$ cat src/rtl/display_scanner.sv
// Time-multiplexed N-digit 7-segment scanner.
// Walks the digits one prescaler tick at a time, with dead-time between digits.
// Each digit's segments come from a shadow word, which changes only at a frame start.
// A load request is parked in a pending register until digit 0 is about to light.
module display_scanner #(
    parameter int N_DIG          = 4,
    parameter int BLANK_TICKS    = 1,
    parameter int SEG_ACTIVE_LOW = 1,
    parameter int AN_ACTIVE_LOW  = 1
) (
    input  logic               i_Clk,
    input  logic               i_Reset,
    input  logic               i_Tick,
    input  logic [4*N_DIG-1:0] i_Data,
    input  logic [N_DIG-1:0]   i_Dp,
    input  logic               i_Lzb,
    input  logic               i_Load,
    output logic               o_Pending,
    output logic               o_Ack,
    output logic [6:0]         o_Seg,
    output logic               o_Dp,
    output logic [N_DIG-1:0]   o_An,
    output logic               o_Frame
);

    localparam int IDX_W = (N_DIG > 1) ? $clog2(N_DIG) : 1;
    localparam logic [6:0]       SEG_OFF = (SEG_ACTIVE_LOW != 0) ? 7'h7F : 7'h00;
    localparam logic             DP_OFF  = (SEG_ACTIVE_LOW != 0);
    localparam logic [N_DIG-1:0] AN_OFF  = (AN_ACTIVE_LOW != 0) ? '1 : '0;

    typedef enum logic {ST_BLANK, ST_SHOW} state_t;

    state_t               state_reg, state_next;
    logic [IDX_W-1:0]     idx_reg, idx_next;
    logic [3:0]           cnt_reg, cnt_next;
    logic [4*N_DIG-1:0]   shadow_data_reg, shadow_data_next;
    logic [N_DIG-1:0]     shadow_dp_reg, shadow_dp_next;
    logic [4*N_DIG-1:0]   pend_data_reg, pend_data_next;
    logic [N_DIG-1:0]     pend_dp_reg, pend_dp_next;
    logic                 pending_reg, pending_next;
    logic                 ack_reg, frame_reg, frame_next, dp_reg, dp_next;
    logic [6:0]           seg_reg, seg_next;
    logic [N_DIG-1:0]     an_reg, an_next, an_on;
    logic                 enter_show, commit;
    logic [3:0]           nib [N_DIG];
    logic [N_DIG-1:0]     blank_digit;
    logic [6:0]           seg_raw;

    // Active-high {g,f,e,d,c,b,a} hex font.
    function automatic logic [6:0] hex_font(input logic [3:0] v);
        case (v)
            4'h0: hex_font = 7'h3F;  4'h1: hex_font = 7'h06;
            4'h2: hex_font = 7'h5B;  4'h3: hex_font = 7'h4F;
            4'h4: hex_font = 7'h66;  4'h5: hex_font = 7'h6D;
            4'h6: hex_font = 7'h7D;  4'h7: hex_font = 7'h07;
            4'h8: hex_font = 7'h7F;  4'h9: hex_font = 7'h6F;
            4'hA: hex_font = 7'h77;  4'hB: hex_font = 7'h7C;
            4'hC: hex_font = 7'h39;  4'hD: hex_font = 7'h5E;
            4'hE: hex_font = 7'h79;  default: hex_font = 7'h71;
        endcase
    endfunction

    // State register: scan position and dead-time counter.
    always_ff @(posedge i_Clk) begin
        if (!i_Reset) begin
            state_reg <= ST_BLANK;
            idx_reg   <= '0;
            cnt_reg   <= '0;
        end else begin
            state_reg <= state_next;
            idx_reg   <= idx_next;
            cnt_reg   <= cnt_next;
        end
    end

    // Next-state logic: only a tick ever moves the scanner.
    always_comb begin
        state_next = state_reg;
        idx_next   = idx_reg;
        cnt_next   = cnt_reg;
        enter_show = 1'b0;
        if (i_Tick) begin
            case (state_reg)
                ST_BLANK: begin
                    if (cnt_reg == 4'(BLANK_TICKS - 1)) begin
                        state_next = ST_SHOW;
                        cnt_next   = '0;
                        enter_show = 1'b1;
                    end else begin
                        cnt_next = cnt_reg + 4'd1;
                    end
                end
                default: begin
                    state_next = ST_BLANK;
                    idx_next   = (idx_reg == IDX_W'(N_DIG - 1)) ? '0 : idx_reg + 1'b1;
                end
            endcase
        end
    end

    // Data path: pending capture and frame-boundary commit (a same-edge load wins).
    always_comb begin
        commit           = enter_show && (idx_reg == '0) && (pending_reg || i_Load);
        shadow_data_next = shadow_data_reg;
        shadow_dp_next   = shadow_dp_reg;
        pend_data_next   = pend_data_reg;
        pend_dp_next     = pend_dp_reg;
        pending_next     = pending_reg;
        if (commit) begin
            shadow_data_next = i_Load ? i_Data : pend_data_reg;
            shadow_dp_next   = i_Load ? i_Dp   : pend_dp_reg;
            pending_next     = 1'b0;
        end else if (i_Load) begin
            pend_data_next = i_Data;
            pend_dp_next   = i_Dp;
            pending_next   = 1'b1;
        end
    end

    // Per-digit nibble slices and leading-zero blanking flags (digit 0 is never blanked).
    for (genvar gi = 0; gi < N_DIG; gi++) begin : g_digit
        assign nib[gi] = shadow_data_next[4*gi +: 4];
        if (gi == 0) begin : g_lsd
            assign blank_digit[gi] = 1'b0;
        end else begin : g_upper
            assign blank_digit[gi] = i_Lzb && (shadow_data_next[4*N_DIG-1:4*gi] == '0);
        end
    end

    // Output logic: light the new digit on entry to SHOW, go dark on leaving it.
    always_comb begin
        an_on      = '0;
        an_on[idx_reg] = 1'b1;
        seg_raw    = hex_font(nib[idx_reg]);
        an_next    = an_reg;
        seg_next   = seg_reg;
        dp_next    = dp_reg;
        frame_next = 1'b0;
        if (enter_show) begin
            frame_next = (idx_reg == '0);
            if (blank_digit[idx_reg]) begin
                an_next  = AN_OFF;
                seg_next = SEG_OFF;
                dp_next  = DP_OFF;
            end else begin
                an_next  = (AN_ACTIVE_LOW != 0) ? ~an_on : an_on;
                seg_next = (SEG_ACTIVE_LOW != 0) ? ~seg_raw : seg_raw;
                dp_next  = (SEG_ACTIVE_LOW != 0) ? ~shadow_dp_next[idx_reg] : shadow_dp_next[idx_reg];
            end
        end else if (i_Tick && state_reg == ST_SHOW) begin
            an_next  = AN_OFF;
            seg_next = SEG_OFF;
            dp_next  = DP_OFF;
        end
    end

    // Registered data path and display outputs.
    always_ff @(posedge i_Clk) begin
        if (!i_Reset) begin
            shadow_data_reg <= '0;
            shadow_dp_reg   <= '0;
            pend_data_reg   <= '0;
            pend_dp_reg     <= '0;
            pending_reg     <= 1'b0;
            ack_reg         <= 1'b0;
            frame_reg       <= 1'b0;
            an_reg          <= AN_OFF;
            seg_reg         <= SEG_OFF;
            dp_reg          <= DP_OFF;
        end else begin
            shadow_data_reg <= shadow_data_next;
            shadow_dp_reg   <= shadow_dp_next;
            pend_data_reg   <= pend_data_next;
            pend_dp_reg     <= pend_dp_next;
            pending_reg     <= pending_next;
            ack_reg         <= commit;
            frame_reg       <= frame_next;
            an_reg          <= an_next;
            seg_reg         <= seg_next;
            dp_reg          <= dp_next;
        end
    end

    assign o_Pending = pending_reg;
    assign o_Ack     = ack_reg;
    assign o_Frame   = frame_reg;
    assign o_An      = an_reg;
    assign o_Seg     = seg_reg;
    assign o_Dp      = dp_reg;

endmodule

$ cat config.mk
export PLATFORM = sky130hd
export DESIGN_NAME = display_scanner
export DESIGN_NICKNAME = d
export VERILOG_FILES = /design/src/rtl/display_scanner.sv
export SDC_FILE = /design/constraint.sdc
export NUM_CORES = 1
export LEC_CHECK = 0
export BUFFER_PORTS_ARGS = -buffer_cell sky130_fd_sc_hd__buf_4
export CAP_MARGIN = 30
export CORE_UTILIZATION = 57
export CTS_CLUSTER_DIAMETER = 30
export DETAILED_ROUTE_END_ITERATION = 10
export GPL_TIMING_DRIVEN = 0
export PLACE_DENSITY = 0.79
export SKIP_LAST_GASP = 1
export SLEW_MARGIN = 30
export SYNTH_ARGS = -nofsm -noshare
export SYNTH_HDL_FRONTEND = slang
export SYNTH_SLANG_ARGS = --single-unit
$ cat constraint.sdc
create_clock -name i_Clk -period 4.1 [get_ports i_Clk]
set_clock_uncertainty 0.15 [all_clocks]
set_input_delay 0.205 -clock i_Clk [delete_from_list [all_inputs] [get_ports i_Clk]]
set_output_delay 0.205 -clock i_Clk [all_outputs]
set_load 0.005 [all_outputs]
==> results by group <==
Pwr
  • Peak supply drop: 344.3 µV
  • Static Leak: 0.001612 µW
  • Sequential power share: 0.394
  • Relative contribution of combinational cells to total power: 0.222
  • Sw Share: 0.2683
  • Post-layout power: 1747 µW
  • Net switching power of the design: 468.8 µW
  • Areal power density over the cells: 446.4 nW/µm²
  • Power share of the clock group: 0.384
  • Internal power consumption: 1278 µW

Status
  • Outcome: complete, no violations

Worst setup path
  • Largest fanout of any net on the critical path: 10
  • Worst Path Class, Setup: reg -> reg
  • Worst-case reg-to-reg path depth: 13
  • Critical Path Sink Type: register
  • Critical path required time: 4180 ps
  • Data arrival time of the critical path: 3660 ps
  • Startpoint Class: register

Placement
  • Number of placed cells counting well taps: 426
  • Placed cell area: 3485 µm²
  • Half-perimeter wire length after placement: 5150 µm
  • Placer Congestion: 0.8618
  • Port buffer count: 39

Floorplan
  • Number of top-level pins: 40
  • Number of cell rows: 26
  • Die Y-Extent: 75.80 µm
  • Die W: 75.80 µm
  • Initial cell density of the core: 0.6001
  • Floorplan Core Area: 5172 µm²
  • Floorplan die area: 5745 µm²

Clock tree
  • H-tree depth: 3
  • Buffer cell driving the clock tree root: sky130_fd_sc_hd__clkbuf_8
  • CTS-repair resized insts: 0
  • Clock latency at the later pin of the worst-skew pair: 340 ps
  • Post-CTS Setup Inserts: 0
  • Total clock buffers created by CTS: 9
  • Number of buffers on the longest clock path: 2
  • Clock sinks: 62
  • TritonCTS clock tree: yes
  • Clock transition at path regs: 70 ps
  • Total of hold buffers inserted after clock tree synthesis: 18

Routing
  • Routed WL per cell: 15.87 µm
  • Number of DRC markers after the initial detailed-route iteration: 223
  • Count of vias placed by the detailed router: 2692
  • Remaining antenna violation count after routing: 0
  • Via-per-instance ratio: 5.852
  • Final Routed Wirelength: 7302 µm
  • First-pass iteration count of the detailed router: 4
  • DR DRC count: 0

Synth
  • Number of flops mapped to enable cells by yosys: 0
  • Syn Nets: 354
  • Unique cell type count in the Yosys netlist: 49
  • Most area-consuming cells after synthesis: sky130_fd_sc_hd__dfxtp_1, sky130_fd_sc_hd__mux2i_1, sky130_fd_sc_hd__a22o_1
  • Synthesized instance count: 317
  • Ys async rst share: 0
  • Register bit count reported by yosys: 62
  • Share of the synthesized area in the top cell type: 0.3998
  • Most common flop cell mapped by yosys: sky130_fd_sc_hd__dfxtp_1
  • Average size of a mapped cell: 9.793 µm²
  • Register area share after synthesis: 0.3998
  • Area leader, netlist: sky130_fd_sc_hd__dfxtp_1
  • Netlist area before placement: 3104 µm²
  • Total of warnings raised by yosys: 0

Finish
  • Core occupancy in the finished layout: 0.7567
  • Final Instance Area: 3914 µm²
  • # fillers: 382
  • Final instance count without filler cells: 460
  • Most common cell after layout, fill and taps aside: sky130_fd_sc_hd__dfxtp_1
  • Top library cells by usage in the layout, fill and taps aside: sky130_fd_sc_hd__dfxtp_1, sky130_fd_sc_hd__nor2_1, sky130_fd_sc_hd__buf_4
  • Fraction of final layout cells with drive strength greater than 1: 0.2308
  • Synth-to-layout area growth: 26.08%
  • Final #Nets: 422
  • Number of antenna cells inserted: 0

Worst hold path
  • Depth of the worst hold-timing path: 3
  • Worst min-delay path class: in -> reg

STA
  • Highest clock rate: 0.2796 GHz
  • Final hold violation count: 0
  • Setup violators final: 0
  • Slew at the pin closest to its max-slew limit: 735.4 ps
  • Slew Limit Fails: 0
  • Setup total negative slack: 0 ps
  • Post-route clock period utilization: 0.8723
  • Unrepaired setup endpoints after global routing: false
  • Post-route minimum period: 3576 ps
  • Worst slew margin relative to its limit: 0.5098

Global route
  • Largest net degree at the start of global routing: 11
  • GR Overflow Total: 0
  • Global-route wire length before repair: 11500 µm
  • Via count of the first global-routing pass: 2378
  • Overall fraction of global-route tracks in use: 0.2751
  • Antenna violations before repair: 0

Run
  • Maxcap violations: 0
cells in the mapped netlist, drive strengths merged (2+ instances only):
master   count
a211oi       7
a21oi       26
a22o        18
and3         2
buf         11
clkbuf       5
dfxtp       62
ha          12
inv          8
mux2         9
mux2i       24
mux4         7
nand2       23
nand3        5
nand4        2
nor2        44
nor2b        2
nor3         7
nor4         8
o21ai        3
o22a         4
o2bb2ai      4
o32a         3
or3          2
or4          2
xor2         4
cell families (layout without fill, tap and decap cells):
group	after synthesis	count (layout)	synth area share
muxes	40	40	0.1661
DFF	62	62	0.3998
and+or+nand+nor	102	102	0.1624
xor gates and xnor gates	5	5	0.01411
buffers and inverters	25	98	0.03990
adders and majority gates	12	12	0.04837
AOI/OAI and AO/OA	71	71	0.1693
per-layer routing:
layer	vias to the layer above	part of all wire	global-route usage
met2	69	0.48	0.4395
met5	-	0	0
met4	0	0.020	0.1214
met1	1311	0.46	0.3678
li1	1298	-	-
met3	14	0.040	0.04365
critical path, cell delays in order, from the launching register on:
cell                        delay, ps
sky130_fd_sc_hd__dfxtp_1          380
sky130_fd_sc_hd__clkinv_1         340
sky130_fd_sc_hd__ha_1             400
sky130_fd_sc_hd__nand4bb_4        160
sky130_fd_sc_hd__or3_1            140
sky130_fd_sc_hd__buf_6            120
sky130_fd_sc_hd__buf_2            230
sky130_fd_sc_hd__a21oi_1          130
sky130_fd_sc_hd__mux4_2           550
sky130_fd_sc_hd__ha_1             260
sky130_fd_sc_hd__inv_1             80
sky130_fd_sc_hd__nor2_1            50
sky130_fd_sc_hd__o21a_1           200
sky130_fd_sc_hd__o32a_1           280
per-stage QoR:
step                setup WS [ps]  hold WS (ps)
finish                      523.6         27.68
global route                315.4         41.92
CTS                         549.7         15.21
detailed placement          558.6         283.7
global placement            644.6         282.3
floorplan                   986.5         187.7
final timing paths:
| check | slack [ps] | to | from |
|---|---|---|---|
| worst max-delay path | 520 | o_Seg[4] | idx_reg[0] |
| worst max register to register | 520 | o_Seg[4] | idx_reg[0] |
| worst min register to register | 320 | o_An[3] | o_An[3] |
| worst min-delay path | 30 | state_reg | i_Tick |
power groups by stage:
stage,Clock (µW),Sequential [µW],Combinational (µW)
floorplan,0,695,260
global placement,0,698,363
detailed placement,0,700,370
CTS,679,687,386
global route,704,694,426
finish,671,688,388
cell type report:
cell class / count / area, µm² / area share
tap: 70 / 87.58 / 0.02238
buffer: 16 / 90.09 / 0.02302
clock inverter: 3 / 90.09 / 0.02302
multi-input combinational: 230 / 1739 / 0.4444
inverter: 9 / 33.78 / 0.008632
clock buffer: 13 / 158.9 / 0.04060
sequential: 62 / 1241 / 0.3171
timing repair buffer: 57 / 473.0 / 0.1208
Note: power is estimated with default switching activity, not from simulation.
